File: src/rtl/dff_arb_pkg.sv
// Shared types and helpers for the round-robin write arbiter.
package dff_arb_pkg;

  typedef enum logic [1:0] {
    IDLE     = 2'd0,
    WRITE    = 2'd1,
    COOLDOWN = 2'd2
  } state_e;

  // Width of the cooldown counter; enough for HOLDOFF values up to 15.
  localparam int HOLDOFF_W = 4;

  // Index width for n requesters, never narrower than one bit.
  function automatic int idx_w(input int n);
    if (n <= 1) return 1;
    return $clog2(n);
  endfunction

endpackage

File: src/rtl/dff_write_arbiter_rr_pick.sv
// Combinational round-robin picker: first requester at or above the
// pointer, wrapping from NUM_REQ-1 back to 0.
module rr_pick
  import dff_arb_pkg::*;
#(
  parameter  int NUM_REQ = 4,
  localparam int IDX_W   = idx_w(NUM_REQ)
) (
  input  logic [NUM_REQ-1:0] eff_req,
  input  logic [IDX_W-1:0]   pointer,
  output logic               any_valid,
  output logic [IDX_W-1:0]   pick_idx
);

  // cand_idx[k] is the requester examined at scan position k from the pointer.
  logic [IDX_W-1:0]   cand_idx [NUM_REQ];
  logic [NUM_REQ-1:0] cand_hit;

  for (genvar gi = 0; gi < NUM_REQ; gi++) begin : g_rot
    logic [IDX_W:0] sum;
    // Pointer is always below NUM_REQ, so one conditional subtract wraps it.
    assign sum           = {1'b0, pointer} + (IDX_W + 1)'(gi);
    assign cand_idx[gi]  = (sum >= (IDX_W + 1)'(NUM_REQ)) ?
                           IDX_W'(sum - (IDX_W + 1)'(NUM_REQ)) : IDX_W'(sum);
    assign cand_hit[gi]  = eff_req[cand_idx[gi]];
  end

  // Scan from the far end so the candidate closest to the pointer wins.
  always_comb begin
    any_valid = |cand_hit;
    pick_idx  = '0;
    for (int k = NUM_REQ - 1; k >= 0; k--) begin
      if (cand_hit[k]) pick_idx = cand_idx[k];
    end
  end

endmodule

File: src/rtl/dff_write_arbiter.sv
// Round-robin arbiter serialising NUM_REQ writers onto one shared
// q / q_n register pair, with a clear path that overrides writes.
module dff_write_arbiter
  import dff_arb_pkg::*;
#(
  parameter  int BITS_COUNT = 7,
  parameter  int NUM_REQ    = 4,
  parameter  int HOLDOFF    = 0,
  localparam int IDX_W      = idx_w(NUM_REQ)
) (
  input  logic                          clk,
  input  logic                          rst,
  input  logic [NUM_REQ-1:0]            req,
  input  logic [NUM_REQ*BITS_COUNT-1:0] wdata,
  input  logic                          clr,
  output logic [NUM_REQ-1:0]            ack,
  output logic [IDX_W-1:0]              grant_id,
  output logic                          busy,
  output logic [BITS_COUNT-1:0]         q,
  output logic [BITS_COUNT-1:0]         q_n
);

  state_e                state_q;
  logic [IDX_W-1:0]      ptr_q;
  logic [IDX_W-1:0]      grant_id_q;
  logic [BITS_COUNT-1:0] wbuf_q;
  logic [BITS_COUNT-1:0] store_q;
  logic [BITS_COUNT-1:0] store_n_q;
  logic [NUM_REQ-1:0]    ack_q;
  logic                  busy_q;
  logic [HOLDOFF_W-1:0]  cnt_q;

  logic [BITS_COUNT-1:0] wdata_arr [NUM_REQ];
  logic [NUM_REQ-1:0]    eff_req;
  logic [NUM_REQ-1:0]    ack_d;
  logic [IDX_W-1:0]      ptr_d;
  logic                  any_valid;
  logic [IDX_W-1:0]      pick_idx;

  for (genvar gi = 0; gi < NUM_REQ; gi++) begin : g_req
    assign wdata_arr[gi] = wdata[gi*BITS_COUNT +: BITS_COUNT];
    // One-hot ack for the requester currently holding the grant.
    assign ack_d[gi]     = (grant_id_q == IDX_W'(gi));
  end

  // A requester in its own ack cycle is masked so a late deassert
  // cannot win a second grant.
  assign eff_req = req & ~ack_q;

  // Pointer advances to the slot just after the committed writer.
  assign ptr_d = (grant_id_q == IDX_W'(NUM_REQ - 1)) ? '0 : grant_id_q + 1'b1;

  rr_pick #(
    .NUM_REQ (NUM_REQ)
  ) u_pick (
    .eff_req   (eff_req),
    .pointer   (ptr_q),
    .any_valid (any_valid),
    .pick_idx  (pick_idx)
  );

  // Arbitration FSM with storage, ack and busy all registered here.
  always_ff @(posedge clk or posedge rst) begin
    if (rst) begin
      state_q    <= IDLE;
      ptr_q      <= '0;
      grant_id_q <= '0;
      wbuf_q     <= '0;
      store_q    <= '0;
      store_n_q  <= '1;
      ack_q      <= '0;
      busy_q     <= 1'b0;
      cnt_q      <= '0;
    end else begin
      ack_q <= '0;
      case (state_q)
        IDLE: begin
          if (clr) begin
            store_q   <= '0;
            store_n_q <= '1;
          end else if (any_valid) begin
            grant_id_q <= pick_idx;
            wbuf_q     <= wdata_arr[pick_idx];
            state_q    <= WRITE;
            busy_q     <= 1'b1;
          end
        end
        WRITE: begin
          if (!clr) begin
            store_q   <= wbuf_q;
            store_n_q <= ~wbuf_q;
            ack_q     <= ack_d;
            ptr_q     <= ptr_d;
          end else begin
            // Aborted write: the requester stays pending and is re-arbitrated.
            store_q   <= '0;
            store_n_q <= '1;
          end
          if (HOLDOFF > 0) begin
            state_q <= COOLDOWN;
            cnt_q   <= HOLDOFF_W'(HOLDOFF - 1);
          end else begin
            state_q <= IDLE;
            busy_q  <= 1'b0;
          end
        end
        COOLDOWN: begin
          if (clr) begin
            store_q   <= '0;
            store_n_q <= '1;
          end
          if (cnt_q == '0) begin
            state_q <= IDLE;
            busy_q  <= 1'b0;
          end else begin
            cnt_q <= cnt_q - 1'b1;
          end
        end
        default: begin
          state_q <= IDLE;
          busy_q  <= 1'b0;
        end
      endcase
    end
  end

  assign q        = store_q;
  assign q_n      = store_n_q;
  assign ack      = ack_q;
  assign grant_id = grant_id_q;
  assign busy     = busy_q;

endmodule

File: config.mk
export PLATFORM = sky130hd
export DESIGN_NAME = dff_write_arbiter
export DESIGN_NICKNAME = d
export VERILOG_FILES = /design/src/rtl/dff_arb_pkg.sv /design/src/rtl/dff_write_arbiter_rr_pick.sv /design/src/rtl/dff_write_arbiter.sv
export SDC_FILE = /design/constraint.sdc
export NUM_CORES = 1
export LEC_CHECK = 0
export ABC_AREA = 1
export BUFFER_PORTS_ARGS = -buffer_cell sky130_fd_sc_hd__buf_2
export CORE_ASPECT_RATIO = 2
export CORE_MARGIN = 10
export CORE_UTILIZATION = 50
export DETAILED_ROUTE_END_ITERATION = 10
export GPL_TIMING_DRIVEN = 0
export PLACE_DENSITY = 0.79
export SLEW_MARGIN = 30
export SYNTH_ARGS = -nofsm -noshare
export SYNTH_HDL_FRONTEND = slang
export SYNTH_SLANG_ARGS = --single-unit
File: constraint.sdc
create_clock -name clk -period 2.45 [get_ports clk]
set_clock_uncertainty 0.15 [all_clocks]
set_input_delay 0.245 -clock clk [delete_from_list [all_inputs] [get_ports clk]]
set_output_delay 0.245 -clock clk [all_outputs]
set_load 0.1 [all_outputs]
Word level (Yosys, flattened, before mapping)
Index checks and enable logic that the tools add are counted.
{ "totals": {"ff_bits": 36, "latch_bits": 0, "ram_bits": 0, "romBits": 0, "input_bits": 35, "out_inout_bits": 21, "elab_cells": 89, "mem_count": 0} }
{ "classes": {"addsub": 9, "n_mul": 0, "n_div": 0, "order_cmp": 9, "eq_ne": 9, "shift": 0, "mux": 36, "n_bitwise": 6, "n_reduce_logical": 11} }
{ "op_table": {"columns": ["op", "count"], "rows": [
  ["7-bit two-way mux", 6],
  ["7-bit one-hot mux with 2 select lines", 2],
  ["2-bit two-way mux", 12],
  ["7-bit binary-select mux with 2-bit select", 1],
  ["3-bit >= comparator, second input constant", 4],
  ["2-bit by 3-bit less-than comparator with 1-bit output, second input constant", 4],
  ["1-bit binary-select mux with 2-bit select", 4],
  ["4-bit two-way mux", 2],
  ["2-bit by 1-bit subtractor with 2-bit output, second input constant", 4],
  ["1-bit two-way mux", 7],
  ["7-bit inverter", 1],
  ["2-bit by 2-bit adder with 3-bit output, second input constant", 2],
  ["2-bit equality test, second input constant", 3],
  ["2-bit != test, second input constant", 3],
  ["2-bit AND reduction", 3],
  ["3-bit AND reduction", 2],
  ["4-bit AND", 1],
  ["2-bit by 1-bit equality test with 1-bit output, second input constant", 2],
  ["2-bit logical NOT", 2],
  ["4-bit logical NOT", 1],
  ["4-bit inverter", 1],
  ["2-bit one-hot mux with 2 select lines", 1],
  ["4-bit OR reduction", 1],
  ["4-bit by 1-bit subtractor with 4-bit output, second input constant", 1],
  ["other kinds (9)", 10]
]} }

Logic depth before layout (Yosys ltp)
{ "depth": {"depth_word": 13, "ltp_mapped": 15} }

Cells and area by module
Synthesis repeated with hierarchy kept, for this count alone.
{ "unflattened": {"cells_unflattened": 221, "hier_area_um2": 1697.9} }
{ "by_module_without_submodules": {"columns": ["mod", "instances", "cells_per_inst", "area_each_um2", "seq_area_each_um2"], "rows": [
  ["dff_write_arbiter", 1, 177, 1472.7, 759.5],
  ["rr_pick", 1, 44, 225.2, 0.0]
]} }

Least setup slack after synthesis
No wires, ideal clock.
{ "synth_timing": {"path_kind": "reg2reg", "startpoint": "register ack_q[2], in the netlist ack[2]", "endpoint": "register wbuf_q[0]", "setup_ns": 0.130, "arrival_time_ns": 2.090, "t_required_ns": 2.170, "path_slack_ns": 0.080, "stages_incl_launch_ff": 14, "path_buffers": 1, "path_cell_list": "dfrtp_1 inv_1 nand3_1 nand2_1 nand2_1 nand2_1 inv_1 nand2_1 nand2_2 nand2_4 buf_6 or2_0 nand3_1 nand3_1"} }
{ "synth_between": {"elab_chain_len": 12} }
{ "synth_rtl": {"columns": ["element", "line_no", "rtl"], "rows": [
  ["start: declaration", "dff_write_arbiter.sv:29", "logic [NUM_REQ-1:0] ack_q;"],
  ["start signal: assignment", "dff_write_arbiter.sv:92", "ack_q <= ack_d;"],
  ["4-bit inverter *", "dff_write_arbiter.sv:48", "assign eff_req = req & ~ack_q;"],
  ["4-bit AND *", "dff_write_arbiter.sv:48", null],
  ["1-bit binary-select mux with 2-bit select", "dff_write_arbiter_rr_pick.sv:25", "assign cand_hit[gi] = eff_req[cand_idx[gi]];"],
  ["1-bit two-way mux (not written as such)", "dff_write_arbiter_rr_pick.sv:25", null],
  ["2-bit two-way mux (4 in series)", "dff_write_arbiter_rr_pick.sv:33", "if (cand_hit[k]) pick_idx = cand_idx[k];"],
  ["2-bit inverter with 3-bit output (not written as such)", "dff_write_arbiter.sv:83", "wbuf_q <= wdata_arr[pick_idx];"],
  ["7-bit binary-select mux with 2-bit select", "dff_write_arbiter.sv:83", null],
  ["7-bit two-way mux (not written as such) (2 in series)", "dff_write_arbiter.sv:83", null],
  ["end signal: assignment", "dff_write_arbiter.sv:83", null],
  ["end: declaration", "dff_write_arbiter.sv:26", "logic [BITS_COUNT-1:0] wbuf_q;"]
]} }
Mark *: on every way between the ends. The rest lies on a longest branch, timed or not. The select of a mux whose other input is x is not followed.
A chain may end at the register's enable or synchronous reset.

Worst setup path in the final report
{ "layout_timing": {"startpoint": "register ptr_q[0]", "endpoint": "register wbuf_q[5]"} }
{ "layout_between": {"elab_chain_len": 13} }
{ "layout_rtl": {"columns": ["element", "line_no", "rtl"], "rows": [
  ["start: declaration", "dff_write_arbiter.sv:24", "logic [IDX_W-1:0] ptr_q;"],
  ["start signal: assignment", "dff_write_arbiter.sv:93", "ptr_q <= ptr_d;"],
  ["2-bit by 2-bit adder with 3-bit output", "dff_write_arbiter_rr_pick.sv:22", "assign sum = {1'b0, pointer} + (IDX_W + 1)'(gi);"],
  ["3-bit >= comparator / 2-bit by 1-bit subtractor with 2-bit output (equally long branches)", "dff_write_arbiter_rr_pick.sv:23, dff_write_arbiter_rr_pick.sv:24", null],
  ["2-bit two-way mux", "dff_write_arbiter_rr_pick.sv:23", "assign cand_idx[gi] = (sum >= (IDX_W + 1)'(NUM_REQ)) ?"],
  ["1-bit binary-select mux with 2-bit select", "dff_write_arbiter_rr_pick.sv:25", null],
  ["1-bit two-way mux (not written as such)", "dff_write_arbiter_rr_pick.sv:25", null],
  ["2-bit two-way mux (4 in series)", "dff_write_arbiter_rr_pick.sv:33", null],
  ["2-bit inverter with 3-bit output (not written as such)", "dff_write_arbiter.sv:83", null],
  ["7-bit binary-select mux with 2-bit select", "dff_write_arbiter.sv:83", null],
  ["7-bit two-way mux (not written as such) (2 in series)", "dff_write_arbiter.sv:83", null]
]} }
Parallel ways exist; a longest one is shown, timed or not. The select of a mux whose other input is x is not followed.

==> impl_metrics.tcl <==
set metrics [dict create \
    syn-num-nets 262 \
    start_util_pct 52.55 \
    yosysMostFrequentCell "nand2_1" \
    yosys_warnings 0 \
    r2r-end "wbuf_q[5]$_DFFE_PP0P_" \
    globalRouteTotalUtil_pct 13.16 \
    outcome "finished clean" \
    multiInputGateArea_um2 729.5 \
    synthTopCellsByArea "dfrtp_1, nand2_1, dfstp_2" \
    finish.utilization_pct 66.11 \
    worstPathArrival_ns 2.20 \
    rsz0062_at_grt "false" \
    r2r_slack_ns 0.32 \
    cts_root_buffer "clkbuf_8" \
    cts_sinks 30 \
    avgViaCountPerCell 4.959 \
    p_leak_uw 0.001226 \
    yosysTopAreaCell "dfrtp_1" \
    drt_iter0_markers 55 \
    netlist_instances 223 \
    timing.rr.start "ptr_q[0]$_DFFE_PP0P_" \
    num_rows 29 \
    power.density_nw_per_um2 1603 \
    synthArstFlopShare_pct 100.0 \
    reg2reg_depth 11 \
    numPortBuffers 55 \
    antenna_cells 0 \
    cts_resized 0 \
    coreArea_um2 3193 \
    period_needed_ns 2.129 \
    seqCellArea_um2 759.5 \
    floorplan.die.width_um 60.96 \
    first_global_vias 1585 \
    die_h_um 101.9 \
    synth.distinct_cells 24 \
    min_to "wbuf_q[0]$_DFFE_PP0P_" \
    cts_max_level 2 \
    p_sw_share_pct 54.46 \
    clockPowerShare_pct 14.1 \
    die-area_um2 6213 \
    tns_ns 0 \
    final_hold_viol_count 0 \
    place.gp.congestion 0.8334 \
    end_kind "flop" \
    path_clk_slew_ns 0.06 \
    area_growth_pct 25.80 \
    post-synth-top-area-fraction_pct 34.30 \
    dp_hpwl_um 3185 \
    slew_violations 0 \
    fin_crit_sh_pct 86.88 \
    irDropWorstVdd_mv 1.052 \
    clock_latency_ns 0.28 \
    grt-ovfl-total 0 \
    ys_seq_area_share_pct 45.26 \
    drive_above_1_share_pct 29.27 \
    startpoint_type "flop" \
    syn-mean-instance-area_um2 7.524 \
    synth-edff-count 0 \
    synth_area_um2 1678 \
    ys_ff_latch 30 \
    drtPass1Iterations 4 \
    wl_per_cell_um 12.26 \
    min-delay-start "wdata[7]" \
    ant_nets 0 \
    timing.fmax_mhz 469.8 \
    required_ns 2.52 \
    drv_cap 0 \
    io_pins 56 \
    hold_depth 3 \
    worst_pin_slew_ns 0.6397 \
    antenna_found_initial 0 \
    tritoncts "built" \
    nNetsFinal 325 \
    max_slew_margin_pct 57.20 \
    wirelength_um 3899 \
    grt_max_degree 31 \
    cts_buffers 5 \
    critPathMaxFanout 9 \
    grt_pass1_wl_um 6472 \
    power_frac_seq_pct 24.0 \
    fillers 293 \
    ys.flop_type "dfrtp_1" \
    power_switching_uw 1842 \
    power_frac_comb_pct 62.0 \
    drcViolationCount 0 \
    synth_commonest_cells "nand2_1, inv_1, nand3_1, dfrtp_1, nor2_1" \
    p_int_uw 1541 \
    hp-class "input port to flop" \
    finalSetupViolCount 0 \
    vias 1577 \
    path_class "flop to flop" \
    cts_buffer_depth 2 \
]
-- worst max-delay path, cell delays in order, from the launching register on --
cell and delay [ns]:
dfrtp_1 0.46, inv_2 0.17, nand3_1 0.12, nand2_1 0.10
nand2_1 0.06, nand2_1 0.05, inv_1 0.04, o21ai_2 0.25
inv_1 0.16, nor2_1 0.28, o211ai_1 0.14, nand3_1 0.09
-- final cells by class --
| type | instances | area share (%) |
|---|---|---|
| clock buffers | 5 | 3.260 |
| inverters | 43 | 7.647 |
| plain buffers | 4 | 1.304 |
| clock inverters | 3 | 1.897 |
| flip-flops and latches | 30 | 35.98 |
| well taps | 31 | 1.838 |
| multi-input cells | 146 | 34.56 |
| repair buffers | 56 | 13.52 |
-- routing by layer --
metal | up-vias | part of all wire, % | global-route usage, %
li1 | 824 | - | -
met1 | 705 | 37 | 13.03
met2 | 44 | 54 | 23.88
met3 | 4 | 7.2 | 3.478
met4 | 0 | 1.6 | 6.112
met5 | - | 0 | 0
-- cells in the final DEF, fill, tap and decap left out, types with 2 or more instances in the layout --
master | Yosys | routed
a21oi_1 | 9 | 9
a22o_1 | 7 | 7
buf_2 | 1 | 56
clkbuf_8 | 0 | 5
clkinv_2 | 0 | 2
dfrtp_1 | 23 | 23
dfstp_2 | 7 | 7
ha_1 | 4 | 4
inv_1 | 42 | 41
inv_2 | 1 | 2
nand2_1 | 58 | 58
nand2_2 | 5 | 5
nand3_1 | 33 | 33
nor2_1 | 16 | 16
o211ai_1 | 3 | 3
o21ai_0 | 3 | 3
or2_0 | 2 | 2
-- metrics by stage --
step	cells	hold WS (ns)	setup WS [ns]	total power [µW]	instance area (µm²)
final	318	0.07197	0.3214	3383	2111
after global routing	318	0.08091	0.08857	3664	2111
after CTS	318	0.06746	0.3033	3416	2111
after detailed placement	309	0.1892	0.3160	2922	1992
after global placement	309	0.2792	0.3294	2891	1992
after floorplan	223	0.1806	0.07952	2539	1678
-- power by group through the flow --
stage,logic (µW),registers (µW),clock network (µW)
after CTS,2120,811,488
after global placement,2080,811,0
after global routing,2320,835,511
after floorplan,1110,1430,0
after detailed placement,2110,817,0
final,2100,811,477
-- cell families after synthesis --
kind of cell / after synthesis / synth area share, %
adders and majority gates: 4 / 2.983
buffers and inverters: 47 / 11.26
AOI/OAI and AO/OA: 24 / 9.395
and+or+nand+nor: 118 / 31.10
DFF: 30 / 45.26
-- sequential cells by signal (all words and copies together), names as in the netlist --
name	count
q	7
wbuf_q	7
busy	1
ptr_q	2
q_n	7
ack	4
grant_id	2
-- how the worst max path moves through the flow --
stage,start,endpoint,slack [ns],depth (start not counted)
after floorplan,ack[2]$_DFF_PP0_,wbuf_q[0]$_DFFE_PP0P_,0.08,13
after global placement,ptr_q[0]$_DFFE_PP0P_,wbuf_q[5]$_DFFE_PP0P_,0.33,11
after detailed placement,ptr_q[0]$_DFFE_PP0P_,wbuf_q[5]$_DFFE_PP0P_,0.32,11
after CTS,ptr_q[0]$_DFFE_PP0P_,wbuf_q[5]$_DFFE_PP0P_,0.30,11
after global routing,ptr_q[0]$_DFFE_PP0P_,wbuf_q[1]$_DFFE_PP0P_,0.09,13
final,ptr_q[0]$_DFFE_PP0P_,wbuf_q[5]$_DFFE_PP0P_,0.32,11
-- repair_timing --
item,4_1_cts,5_1_grt
hold endpoints to repair,23,0
setup buffers,0,0
hold buffers,1,0
Note: power is estimated with default switching activity, not from simulation.
